===== src/rtl/mem_arbiter.sv =====
// mem_arbiter: arbitrates instruction fetches and loads/stores onto one single-port memory.
// Define MEM_ARB_STARVE_EN to compile in the fetch wait counter and starvation promotion.
module mem_arbiter #(
    parameter int ADDR_W   = 10,
    parameter int DATA_W   = 32,
    parameter int MAX_WAIT = 3
) (
    input  logic              clk,
    input  logic              reset,
    input  logic              i_req,
    input  logic [ADDR_W-1:0] i_addr,
    output logic              i_gnt,
    output logic              i_rvalid,
    input  logic              d_req,
    input  logic              d_we,
    input  logic [ADDR_W-1:0] d_addr,
    input  logic [DATA_W-1:0] d_wdata,
    output logic              d_gnt,
    output logic              d_rvalid,
    output logic [DATA_W-1:0] rdata,
    output logic              mem_en,
    output logic              mem_we,
    output logic [ADDR_W-1:0] mem_addr,
    output logic [DATA_W-1:0] mem_wdata,
    input  logic [DATA_W-1:0] mem_rdata
);
    typedef enum logic [1:0] {NONE, FETCH, LOAD} rsel_t;
    rsel_t r_rsel, w_rsel_nxt;
    logic  w_promote;
`ifdef MEM_ARB_STARVE_EN
    localparam int CW = (MAX_WAIT < 1) ? 1 : $clog2(MAX_WAIT + 1);
    logic [CW-1:0] r_wait;
    assign w_promote = (r_wait == CW'(MAX_WAIT));
    // counts consecutive lost arbitrations of a pending fetch, saturating
    always_ff @(posedge clk) begin
        if (reset || !i_req || i_gnt) r_wait <= '0;
        else if (!w_promote) r_wait <= r_wait + 1'b1;
    end
`else
    logic w_unused_max_wait;
    assign w_promote         = 1'b0;
    assign w_unused_max_wait = (MAX_WAIT > 0);
`endif
    assign i_gnt     = ~reset & i_req & (w_promote | ~d_req);
    assign d_gnt     = ~reset & d_req & ~i_gnt;
    assign mem_en    = i_gnt | d_gnt;
    assign mem_we    = d_gnt & d_we;
    assign mem_addr  = i_gnt ? i_addr : (d_gnt ? d_addr : '0);
    assign mem_wdata = d_gnt ? d_wdata : '0;
    assign rdata     = mem_rdata;
    assign i_rvalid  = (r_rsel == FETCH);
    assign d_rvalid  = (r_rsel == LOAD);
    always_comb begin
        w_rsel_nxt = i_gnt ? FETCH : ((d_gnt && !d_we) ? LOAD : NONE);
    end
    always_ff @(posedge clk) begin
        r_rsel <= reset ? NONE : w_rsel_nxt;
    end
endmodule


===== config.mk =====
export PLATFORM = sky130hd
export DESIGN_NAME = mem_arbiter
export DESIGN_NICKNAME = d
export VERILOG_FILES = /design/src/rtl/mem_arbiter.sv
export SDC_FILE = /design/constraint.sdc
export NUM_CORES = 1
export LEC_CHECK = 0
export ABC_AREA = 0
export ABC_CLOCK_PERIOD_IN_PS = 1150
export BUFFER_PORTS_ARGS = -buffer_cell sky130_fd_sc_hd__clkbuf_2
export CAP_MARGIN = 30
export CELL_PAD_IN_SITES_DETAIL_PLACEMENT = 1
export CELL_PAD_IN_SITES_GLOBAL_PLACEMENT = 2
export CORE_MARGIN = 2
export CORE_UTILIZATION = 10
export CTS_BUF_LIST = sky130_fd_sc_hd__clkbuf_4
export CTS_CLUSTER_SIZE = 25
export DETAILED_ROUTE_END_ITERATION = 10
export PLACE_DENSITY_LB_ADDON = 0.25
export SLEW_MARGIN = 0
export SYNTH_ARGS = -nofsm -noshare
export SYNTH_HDL_FRONTEND = slang
export SYNTH_SLANG_ARGS = --single-unit

===== constraint.sdc =====
create_clock -name clk -period 1.15 [get_ports clk]
set_clock_uncertainty 0.2 [all_clocks]
set_input_delay 0.1725 -clock clk [delete_from_list [all_inputs] [get_ports clk]]
set_output_delay 0.1725 -clock clk [all_outputs]
set_load 0.03 [all_outputs]

==> results of run 1 <==
kinds of logic (layout without fill, tap and decap cells):
logic type,after synthesis,count (layout),synth area share [%]
and+or+nand+nor,42,42,37.03
buffers and inverters,40,121,42.93
AOI/OAI and AO/OA,10,10,14.31
DFF,2,2,5.725
layer usage:
metal | vias to the layer above | wire length (µm) | GRT usage (%)
li1 | 436 | - | -
met2 | 86 | 1652 | 15.08
met3 | 32 | 532 | 2.168
met1 | 422 | 1075 | 7.984
met4 | 0 | 123 | 4.336
met5 | - | 0 | 0
per-stage QoR:
stage / instance area (µm²) / util [%] / hold slack, ns
global route: 1698 / 24.99 / 0.04810
finish: 1698 / 24.99 / 0.05245
CTS: 1629 / 23.98 / 0.04586
detailed placement: 1235 / 18.18 / 0.1452
floorplan: 800.8 / - / 0.04358
global placement: 1235 / 18.18 / 0.1452
critical path, cell delays in order:
cell	delay [ns]
sky130_fd_sc_hd__clkbuf_16	0.13
sky130_fd_sc_hd__nor2b_4	0.15
sky130_fd_sc_hd__buf_4	0.19
sky130_fd_sc_hd__and2_2	0.15
sky130_fd_sc_hd__clkbuf_4	0.18
power groups by stage:
stage	combinational (W)	clock, W	sequential, W
detailed placement	0.000506	0	0.0000747
CTS	0.000621	0.000168	0.0000744
finish	0.000648	0.000155	0.0000762
floorplan	0.000513	0	0.0000745
global route	0.000690	0.000181	0.0000764
global placement	0.000506	0	0.0000747
cell type report:
cell class / count / area [µm²] / area share, %
clock buffers: 3 / 22.52 / 1.326
inverters: 1 / 3.754 / 0.2211
multi-input cells: 52 / 478.0 / 28.15
flip-flops and latches: 2 / 42.54 / 2.506
well taps: 96 / 120.1 / 7.074
repair buffers: 117 / 1031 / 60.72
worst paths after layout:
check / end / slack [ns] / depth (start not counted)
worst max-delay path: mem_we / -0.20 / 5
worst min-delay path: r_rsel[1] / 0.05 / 3
repair_timing:
item | in CTS | in global routing
hold buffers | 1 | 0
setup endpoints to repair | 47 | 48
hold endpoints to repair | 1 | 0
gates cloned | 1 | 0
resized for setup | 89 | 39
pin swaps | 2 | 0
placed cells by master, fill, tap and decap left out, drive strengths merged:
master        n
a32o         10
and2         35
buf          42
clkbuf       77
dfxtp         2
dlygate4sd3   1
inv           1
nor2          2
nor2b         4
nor3          1
==> key figures, run 1 <==
Power and ir drop
  – Switching power: 0.0003387 W
  – Static power due to leakage: 0.9104 nW
  – IR drop worst, VDD: 0.1109 mV
  – Pwr dens: 517.9 nW/µm²
  – Reg power frac: 8.7%
  – Logic pwr share: 73.7%
  – Total Power: 0.0008793 W
  – Clock network fraction of design power: 17.6%
  – Int Pwr: approximately 0.00054 W
  – Switching share of power: 38.53%

Timing
  – Share of the clock period used by the worst path after layout: 117.0%
  – Achievable Freq: 743.2 MHz
  – Unrepaired setup endpoints after global routing: true
  – Setup TNS: -6.921 ns
  – Final max-slew violation count: 0
  – Setup WS post-layout: -0.1956 ns
  – Actual transition at the worst max-transition pin: 0.1413 ns
  – Final setup violation count: 47
  – Clock period minus worst slack: 1.346 ns
  – Worst slew margin relative to its limit: about 91%
  – Final hold violation count: 0

Logic synthesis
  – Cells after synthesis: 94
  – Count of flip-flops with a built-in enable after synthesis: 0
  – Distinct cell type count after synthesis: 11
  – Sequential area share after synthesis: 5.725%
  – Share of Yosys cell area claimed by the top area cell type: 38.64%
  – Biggest area contributors in the synthesized netlist: sky130_fd_sc_hd__buf_4 (39%), sky130_fd_sc_hd__and2_1 (31%), sky130_fd_sc_hd__a32o_1 (14%)
  – Mapped Area: 699.4 µm²
  – Average cell area after synthesis: 7.441 µm²
  – Share of async-settable or async-resettable flops after synthesis: 0%
  – Prevailing post-synth register cell: sky130_fd_sc_hd__dfxtp_1
  – Top-count cell post-synth: sky130_fd_sc_hd__buf_4
  – FF+latch count, synth: 2
  – List of most frequent post-synthesis cells: sky130_fd_sc_hd__buf_4 (36), sky130_fd_sc_hd__and2_1 (35), sky130_fd_sc_hd__a32o_1 (10)
  – Post-synthesis cell type with the largest combined area: sky130_fd_sc_hd__buf_4
  – Mapped Nets: 183
  – Count of warnings emitted by yosys: 0

CTS
  – Number of buffers added for setup after CTS: 0
  – Clock buffers created by TritonCTS: 3
  – Root buffer cell: sky130_fd_sc_hd__clkbuf_4
  – CTS tree: done
  – Number of H-tree branching levels: 1
  – Clock Sinks: 2
  – Clk pin slew, worst setup/hold paths: 0.03 ns
  – Largest buffer count on any clock path: 2

Routing
  – Routed len/inst: 12.49 µm
  – Detailed-route wire length: 3384 µm
  – Number of remaining DRC errors: 0
  – Number of iterations in the first detailed-routing pass: 3
  – Total vias in the final route: 976
  – Vias per cell: 3.601
  – DR iter-0 viols: 13
  – Number of antenna-violating nets in the routed design: 0

Placement
  – DP Worst Slack: -0.2518 ns
  – Cell Count Post-Placement: 266
  – Global placement routability congestion: 0.6205
  – Half-perimeter wire length after detailed placement: 2774 µm
  – Input/output buffers: between 100 and 150

Critical path
  – Endpoint arrival time on the critical path: 0.97 ns
  – Req. time, crit path: just under 0.8 ns
  – Launching element of the worst setup path: reset
  – Class of the most critical setup path: in2out
  – Critical Path End Type: output pin
  – Kind of launch point of the worst setup path: primary input
  – Maximum net fanout on the critical path: 10

Global route
  – Maximum number of pins on one net before global-route repair: 26
  – Global-route congestion overflow total: 0
  – Number of global-route vias before repair: 1016
  – Wire length of the first global-routing pass: 4850 µm
  – GRT Resource Usage Total: 8.042%
  – Initial antenna violation count: 0

Layout
  – Number of fillers in the final layout: 813
  – Share of post-route cells with drive strength above 1: between 90 and 100%
  – Regs by FF count: r_rsel x2
  – Largest Register: r_rsel
  – Number of flip-flops in the largest register: 2
  – Layout area overhead: 142.8%
  – Diode count: 0
  – Nets: 266
  – Count of non-filler cells in the finished layout: 271

Job
  – Max-capacitance violation count: 0

Die
  – Overall die area: 7679 µm²
  – Ports: 169
  – Core area: around 6800 µm²
  – Effective utilization at floorplan: 10.29%
  – Floorplan die height: slightly below 90 µm
  – Die boundary width: ~88 µm
  – Std cell rows: 30

Min path
  – Worst Hold Class: in2reg
  – Hold Crit Start: reset

Status
  – Run status: finished, violations left
  – Failing checks: setup timing
Note: power is estimated with default switching activity, not from simulation.
==> run 2, diff against run 1 <==
--- a/config.mk
+++ b/config.mk
@@ -6,7 +6,7 @@
 export NUM_CORES = 1
 export LEC_CHECK = 0
 export ABC_AREA = 0
-export ABC_CLOCK_PERIOD_IN_PS = 1150
+export ABC_CLOCK_PERIOD_IN_PS = 1600
 export BUFFER_PORTS_ARGS = -buffer_cell sky130_fd_sc_hd__clkbuf_2
 export CAP_MARGIN = 30
 export CELL_PAD_IN_SITES_DETAIL_PLACEMENT = 1
==> constraint.sdc (replaced) <==
create_clock -name clk -period 1.6 [get_ports clk]
set_clock_uncertainty 0.2 [all_clocks]
set_input_delay 0.24 -clock clk [delete_from_list [all_inputs] [get_ports clk]]
set_output_delay 0.24 -clock clk [all_outputs]
set_load 0.03 [all_outputs]
==> key figures, run 2 (synthesis results as in run 1) <==
Status
  – Run status: completed (was finished, violations left)

Layout
  – Share of post-route cells with drive strength above 1: 67.07% (was 96.00%)
  – Diode count: 0 (unchanged)
  – Layout area overhead: 66.91% (was 142.8%)
  – Most frequent standard cell in the layout excluding fill and tap cells: sky130_fd_sc_hd__clkbuf_2 (unchanged)
  – Number of fillers in the final layout: 853 (was 813)
  – Finished Core Util: 17.18% (was 24.99%)
  – Regs by FF count: r_rsel x2 (unchanged)
  – Nets: 258 (was 266)
  – Commonest non-fill, non-tap cells in the layout: sky130_fd_sc_hd__clkbuf_2 (85), sky130_fd_sc_hd__and2_1 (35), sky130_fd_sc_hd__buf_2 (15), sky130_fd_sc_hd__a32o_1 (10), sky130_fd_sc_hd__clkbuf_4 (7) (was sky130_fd_sc_hd__clkbuf_2 (53), sky130_fd_sc_hd__and2_4 (30), sky130_fd_sc_hd__buf_8 (24), sky130_fd_sc_hd__clkbuf_4 (15), sky130_fd_sc_hd__buf_4 (11))
  – Number of flip-flops in the largest register: 2 (unchanged)
  – Largest Register: r_rsel (unchanged)

CTS
  – Clk pin slew, worst setup/hold paths: 0.03 ns (about the same)
  – Number of H-tree branching levels: 1 (unchanged)
  – Number of buffers added for setup after CTS: 0 (unchanged)
  – Root buffer cell: sky130_fd_sc_hd__clkbuf_4 (unchanged)
  – Clock Sinks: 2 (unchanged)
  – Largest buffer count on any clock path: 2 (unchanged)
  – CTS tree: done (unchanged)
  – Clock buffers created by TritonCTS: 3 (unchanged)

Power and ir drop
  – Static power due to leakage: 0.6764 nW (was 0.9104 nW)
  – IR drop worst, VDD: 0.09370 mV (was 0.1109 mV)
  – Pwr dens: 422.8 nW/µm² (was 517.9 nW/µm²)

Placement
  – Global placement routability congestion: 0.7028 (was 0.6205)
  – DP Worst Slack: 0.02742 ns (was -0.2518 ns)
  – Input/output buffers: 104 (unchanged)
  – Half-perimeter wire length after detailed placement: 2651 µm (was 2774 µm)

Timing
  – Actual transition at the worst max-transition pin: 0.1839 ns (was 0.1413 ns)
  – Worst slew margin relative to its limit: 87.79% (was 90.51%)
  – Final setup violation count: 0 (was 47)
  – Setup WS post-layout: 0.05823 ns (was -0.1956 ns)
  – Share of the clock period used by the worst path after layout: 96.36%
  – Achievable Freq: roughly 650 MHz
  – Final max-slew violation count: 0 (unchanged)
  – Final hold violation count: 0 (unchanged)
  – Clock period minus worst slack: roughly 1.5 ns

Die
  – Effective utilization at floorplan: 10.29% (unchanged)
  – Overall die area: 7679 µm² (unchanged)
  – Ports: 169 (unchanged)
  – Floorplan die height: 87.63 µm (unchanged)
  – Std cell rows: 30 (unchanged)
  – Core area: 6794 µm² (unchanged)
  – Die boundary width: 87.63 µm (unchanged)

Routing
  – DR iter-0 viols: 17 (was 13)
  – Number of remaining DRC errors: 0 (unchanged)
  – Number of iterations in the first detailed-routing pass: 3 (unchanged)
  – Total vias in the final route: 927 (was 976)
  – Detailed-route wire length: 3332 µm (was 3384 µm)
  – Vias per cell: 3.525 (was 3.601)
  – Number of antenna-violating nets in the routed design: 0 (unchanged)
  – Routed len/inst: 12.67 µm (was 12.49 µm)

Critical path
  – Critical Path End Type: output pin (unchanged)
  – Class of the most critical setup path: in2out (unchanged)
  – Endpoint arrival time on the critical path: 1.10 ns (was 0.97 ns)
  – CP max stage delay: 0.21 ns (was 0.19 ns)
  – Req. time, crit path: 1.16 ns (was 0.78 ns)
  – Maximum net fanout on the critical path: 22 (was 10)
  – Cell repeated most along the worst path: sky130_fd_sc_hd__clkbuf_2
  – Library cell contributing the largest single delay on the critical path: sky130_fd_sc_hd__clkbuf_16 (was sky130_fd_sc_hd__buf_4)
  – Sequence of cells on the critical path: clkbuf_2 > nor2b_4 > clkbuf_16 > and2_1 > clkbuf_2 (was clkbuf_16 > nor2b_4 > buf_4 > and2_2 > clkbuf_4)
  – Kind of launch point of the worst setup path: primary input (unchanged)

Global route
  – Wire length of the first global-routing pass: 4146 µm (was 4850 µm)
  – Maximum number of pins on one net before global-route repair: 45 (was 26)
  – Number of global-route vias before repair: 850 (was 1016)
  – Global-route congestion overflow total: 0 (unchanged)
  – GRT Resource Usage Total: 7.096% (was 8.042%)
  – Initial antenna violation count: 0 (unchanged)

Min path
  – Worst Hold Class: in2reg (unchanged)

Job
  – Max-capacitance violation count: 0 (unchanged)
-- run 2: power breakdown --
| part | internal, W | switching [W] |
|---|---|---|
| combinational | 0.000137 | 0.000194 |
| clock | 0.0000826 | 0.0000269 |
| sequential | 0.0000523 | 0.000000773 |
-- run 2: timing repair --
item / in CTS / in global routing
hold endpoints to repair: 1 / 0
hold buffers: 1 / 0
setup endpoints to repair: 0 / 38
resized for setup: 0 / 25
-- run 2: per-layer routing --
layer / vias to the layer above / wire length [µm] / part of all wire, % / global-route usage (%)
li1: 423 / - / - / -
met1: 402 / 1295 / 39 / 7.486
met2: 92 / 1596 / 48 / 13.09
met3: 10 / 386 / 12 / 1.791
met4: 0 / 54 / 1.6 / 3.357
met5: - / 0 / 0 / 0
-- run 2: critical path, delay by kind of cell --
kind	cells	cell delay, ns
buf+inv	3	0.55
simple gates	2	0.31
-- run 2: final timing paths --
kind	startpoint	endpoint	slack, ns	cells after the start
worst max-delay path	reset	mem_wdata[25]	0.06	5
worst min-delay path	reset	r_rsel[1]	0.1	2
-- run 2: stage by stage --
step / total power (W) / setup TNS, ns / area, µm² / hold slack [ns] / instances
6_report: 0.0004935 / 0 / 1167 / 0.09802 / 263
5_1_grt: 0.0005297 / -0.005732 / 1167 / 0.1178 / 263
3_5_place_dp: 0.0003738 / 0 / 1091 / 0.2191 / 258
2_1_floorplan: 0.0003883 / 0 / 699.4 / 0.1111 / 94
3_3_place_gp: 0.0003756 / 0 / 1091 / 0.2163 / 258
4_1_cts: 0.0004908 / 0 / 1124 / 0.07959 / 262
-- run 2: cell type report --
type	count	area [µm²]	share of cell area, %
timing repair buffer	109	616.8	52.84
multi-input combinational	52	364.1	31.19
tap	96	120.1	10.29
sequential	2	40.04	3.430
clock buffer	3	22.52	1.929
inverter	1	3.754	0.3215
==> run 3, diff against run 2 <==
--- a/config.mk
+++ b/config.mk
@@ -9,13 +9,11 @@
 export ABC_CLOCK_PERIOD_IN_PS = 1600
 export BUFFER_PORTS_ARGS = -buffer_cell sky130_fd_sc_hd__clkbuf_2
 export CAP_MARGIN = 30
-export CELL_PAD_IN_SITES_DETAIL_PLACEMENT = 1
-export CELL_PAD_IN_SITES_GLOBAL_PLACEMENT = 2
-export CORE_MARGIN = 2
-export CORE_UTILIZATION = 10
+export CORE_AREA = 2 2 66 68
 export CTS_BUF_LIST = sky130_fd_sc_hd__clkbuf_4
 export CTS_CLUSTER_SIZE = 25
 export DETAILED_ROUTE_END_ITERATION = 10
+export DIE_AREA = 0 0 68 70
 export PLACE_DENSITY_LB_ADDON = 0.25
 export SLEW_MARGIN = 0
 export SYNTH_ARGS = -nofsm -noshare
==> key figures, run 3 (synthesis results as in run 1) <==
Timing
  – Setup TNS: 0 ns (unchanged)
  – Clock period minus worst slack: 1.558 ns (was 1.542 ns)
  – Achievable Freq: 641.7 MHz (was 648.6 MHz)
  – Actual transition at the worst max-transition pin: 0.1888 ns (was 0.1839 ns)
  – Final hold violation count: 0 (unchanged)
  – Final setup violation count: 0 (unchanged)
  – Final max-slew violation count: 0 (unchanged)
  – Unrepaired setup endpoints after global routing: true
  – Worst slew margin relative to its limit: 87.47% (was 87.79%)
  – Share of the clock period used by the worst path after layout: 97.39% (was 96.36%)

Critical path
  – Req. time, crit path: 1.16 ns (about the same)
  – Total buffers and inverters traversed by the critical path: 3 (unchanged)
  – Sequence of cells on the critical path: clkbuf_2 > nor2b_2 > buf_4 > a32o_1 > clkbuf_2 (was clkbuf_2 > nor2b_4 > clkbuf_16 > and2_1 > clkbuf_2)
  – CP max stage delay: 0.23 ns (was 0.21 ns)
  – Maximum net fanout on the critical path: 23 (was 22)
  – Launching element of the worst setup path: reset (unchanged)
  – Library cell contributing the largest single delay on the critical path: sky130_fd_sc_hd__buf_4 (was sky130_fd_sc_hd__clkbuf_16)
  – Cell repeated most along the worst path: sky130_fd_sc_hd__clkbuf_2 (unchanged)
  – Critical Path End Type: output pin (unchanged)
  – Capturing element of the worst setup path: mem_addr[0] (was mem_wdata[25])
  – Endpoint arrival time on the critical path: 1.12 ns (was 1.10 ns)
  – Kind of launch point of the worst setup path: primary input (unchanged)
  – Crit. path cell count: 5 (unchanged)
  – Class of the most critical setup path: in2out (unchanged)
  – Family of cells with the greatest summed delay on the critical path: buffers and inverters (unchanged)

Layout
  – Diode count: 0 (unchanged)
  – Regs by FF count: r_rsel x2 (unchanged)
  – Total area of multi-input combinational cells: 359.1 µm² (was 364.1 µm²)
  – Number of flip-flops in the largest register: 2 (unchanged)
  – Storage element area: 40.04 µm² (unchanged)
  – Layout area overhead: 53.13% (was 66.91%)
  – Count of non-filler cells in the finished layout: 220 (was 263)
  – Commonest non-fill, non-tap cells in the layout: sky130_fd_sc_hd__clkbuf_2 (104), sky130_fd_sc_hd__and2_1 (35), sky130_fd_sc_hd__a32o_1 (10), sky130_fd_sc_hd__buf_4 (4) (was sky130_fd_sc_hd__clkbuf_2 (85), sky130_fd_sc_hd__and2_1 (35), sky130_fd_sc_hd__buf_2 (15), sky130_fd_sc_hd__a32o_1 (10), sky130_fd_sc_hd__clkbuf_4 (7))
  – Number of fillers in the final layout: 467 (was 853)
  – Share of post-route cells with drive strength above 1: 67.26% (was 67.07%)
  – Most frequent standard cell in the layout excluding fill and tap cells: sky130_fd_sc_hd__clkbuf_2 (unchanged)
  – Nets: 259 (was 258)
  – Largest Register: r_rsel (unchanged)

CTS
  – Number of H-tree branching levels: 1 (unchanged)
  – Number of buffers added for setup after CTS: 0 (unchanged)
  – Clk pin slew, worst setup/hold paths: 0.03 ns (about the same)
  – CTS tree: done (unchanged)
  – Largest buffer count on any clock path: 2 (unchanged)
  – Clock Sinks: 2 (unchanged)
  – Root buffer cell: sky130_fd_sc_hd__clkbuf_4 (unchanged)
  – Clock buffers created by TritonCTS: 3 (unchanged)

Placement
  – Half-perimeter wire length after detailed placement: 2226 µm (was 2651 µm)
  – Global placement routability congestion: 0.7247 (was 0.7028)
  – Input/output buffers: 104 (unchanged)
  – Cell Count Post-Placement: 216 (was 258)

Die
  – Floorplan die height: 70 µm (was 87.63 µm)
  – Core area: 4144 µm² (was 6794 µm²)
  – Std cell rows: 24 (was 30)
  – Overall die area: 4760 µm² (was 7679 µm²)
  – Ports: 169 (unchanged)
  – Die boundary width: 68 µm (was 87.63 µm)
  – Effective utilization at floorplan: 16.88% (was 10.29%)

Routing
  – Total vias in the final route: 862 (was 927)
  – Routed len/inst: 11.41 µm (was 12.67 µm)
  – Detailed-route wire length: 2511 µm (was 3332 µm)
  – Number of antenna-violating nets in the routed design: 0 (unchanged)
  – Number of remaining DRC errors: 0 (unchanged)
  – DR iter-0 viols: 7 (was 17)
  – Number of iterations in the first detailed-routing pass: 2 (was 3)
  – Vias per cell: 3.918 (was 3.525)

Power and ir drop
  – IR drop worst, VDD: 0.1793 mV (was 0.09370 mV)
  – Static power due to leakage: 0.6558 nW (was 0.6764 nW)
  – Pwr dens: 442.4 nW/µm² (was 422.8 nW/µm²)
  – Total Power: 0.0004739 W (was 0.0004935 W)

Min path
  – Hold Crit Start: reset (unchanged)
  – Worst Hold Class: in2reg (unchanged)

Global route
  – Wire length of the first global-routing pass: 3360 µm (was 4146 µm)
  – Maximum number of pins on one net before global-route repair: 24 (was 45)
  – Initial antenna violation count: 0 (unchanged)
  – GRT Resource Usage Total: 9.067% (was 7.096%)
  – Number of global-route vias before repair: 748 (was 850)
  – Global-route congestion overflow total: 0 (unchanged)

Status
  – Run status: completed (unchanged)

Job
  – Max-capacitance violation count: 0 (unchanged)
-- run 3: cell types whose count changed in the layout (fill, tap and decap cells not counted) --
| cell | delta |
|---|---|
| sky130_fd_sc_hd__buf_2 | -15 |
| sky130_fd_sc_hd__nor2b_2 | +1 |
| sky130_fd_sc_hd__clkbuf_2 | +19 |
| sky130_fd_sc_hd__clkbuf_4 | -4 |
| sky130_fd_sc_hd__clkbuf_16 | -1 |
| sky130_fd_sc_hd__buf_12 | -1 |
| sky130_fd_sc_hd__buf_4 | +4 |
| sky130_fd_sc_hd__nor2b_4 | -1 |
| sky130_fd_sc_hd__buf_6 | -1 |
-- run 3: report_power, final --
| group | leakage [nW] | total (W) | switching, W | internal [W] |
|---|---|---|---|---|
| combinational | 0.626 | 0.000310 | 0.000184 | 0.000126 |
| sequential | 0.0164 | 0.0000532 | 0.000000834 | 0.0000523 |
| clock | 0.0138 | 0.000111 | 0.0000279 | 0.0000827 |
-- run 3: layout make-up --
| cell class | count | area share [%] |
|---|---|---|
| timing repair buffer | 110 | 54.21 |
| multi-input combinational | 52 | 33.53 |
| tap | 52 | 6.075 |
| sequential | 2 | 3.738 |
| clock buffer | 3 | 2.103 |
| inverter | 1 | 0.3505 |
-- run 3: metrics by stage --
step | utilization [%] | hold slack (ns) | setup slack (ns) | instance area [µm²]
floorplan | - | 0.1111 | 0.1825 | 699.4
global placement | 25.06 | 0.2101 | 0.03483 | 1039
detailed placement | 25.06 | 0.2184 | 0.03277 | 1039
CTS | 25.85 | 0.05220 | 0.03052 | 1071
global route | 25.85 | 0.05536 | -0.03168 | 1071
finish | 25.85 | 0.05942 | 0.04168 | 1071
-- run 3: how the worst min path moves through the flow --
| stage | end | slack [ns] | cells past startpoint |
|---|---|---|---|
| 2_1_floorplan | r_rsel[1] | 0.11 | 1 |
| 3_3_place_gp | r_rsel[1] | 0.21 | 2 |
| 3_5_place_dp | r_rsel[1] | 0.22 | 2 |
| 4_1_cts | r_rsel[1] | 0.05 | 2 |
| 5_1_grt | r_rsel[1] | 0.06 | 2 |
| 6_report | r_rsel[1] | 0.06 | 2 |
-- run 3: layer usage --
layer | track usage [%] | wire length [µm]
met2 | 17.15 | 1191
met4 | 2.000 | 6
met3 | 4.348 | 485
met1 | 8.423 | 828
met5 | 0 | 0
-- run 3: repair_timing --
| action | in CTS | in global routing |
|---|---|---|
| endpoints found under the setup margin | 0 | 25 |
| gates resized for setup | 0 | 0 |
| hold buffers | 1 | 0 |
| hold endpoints to repair | 1 | 0 |
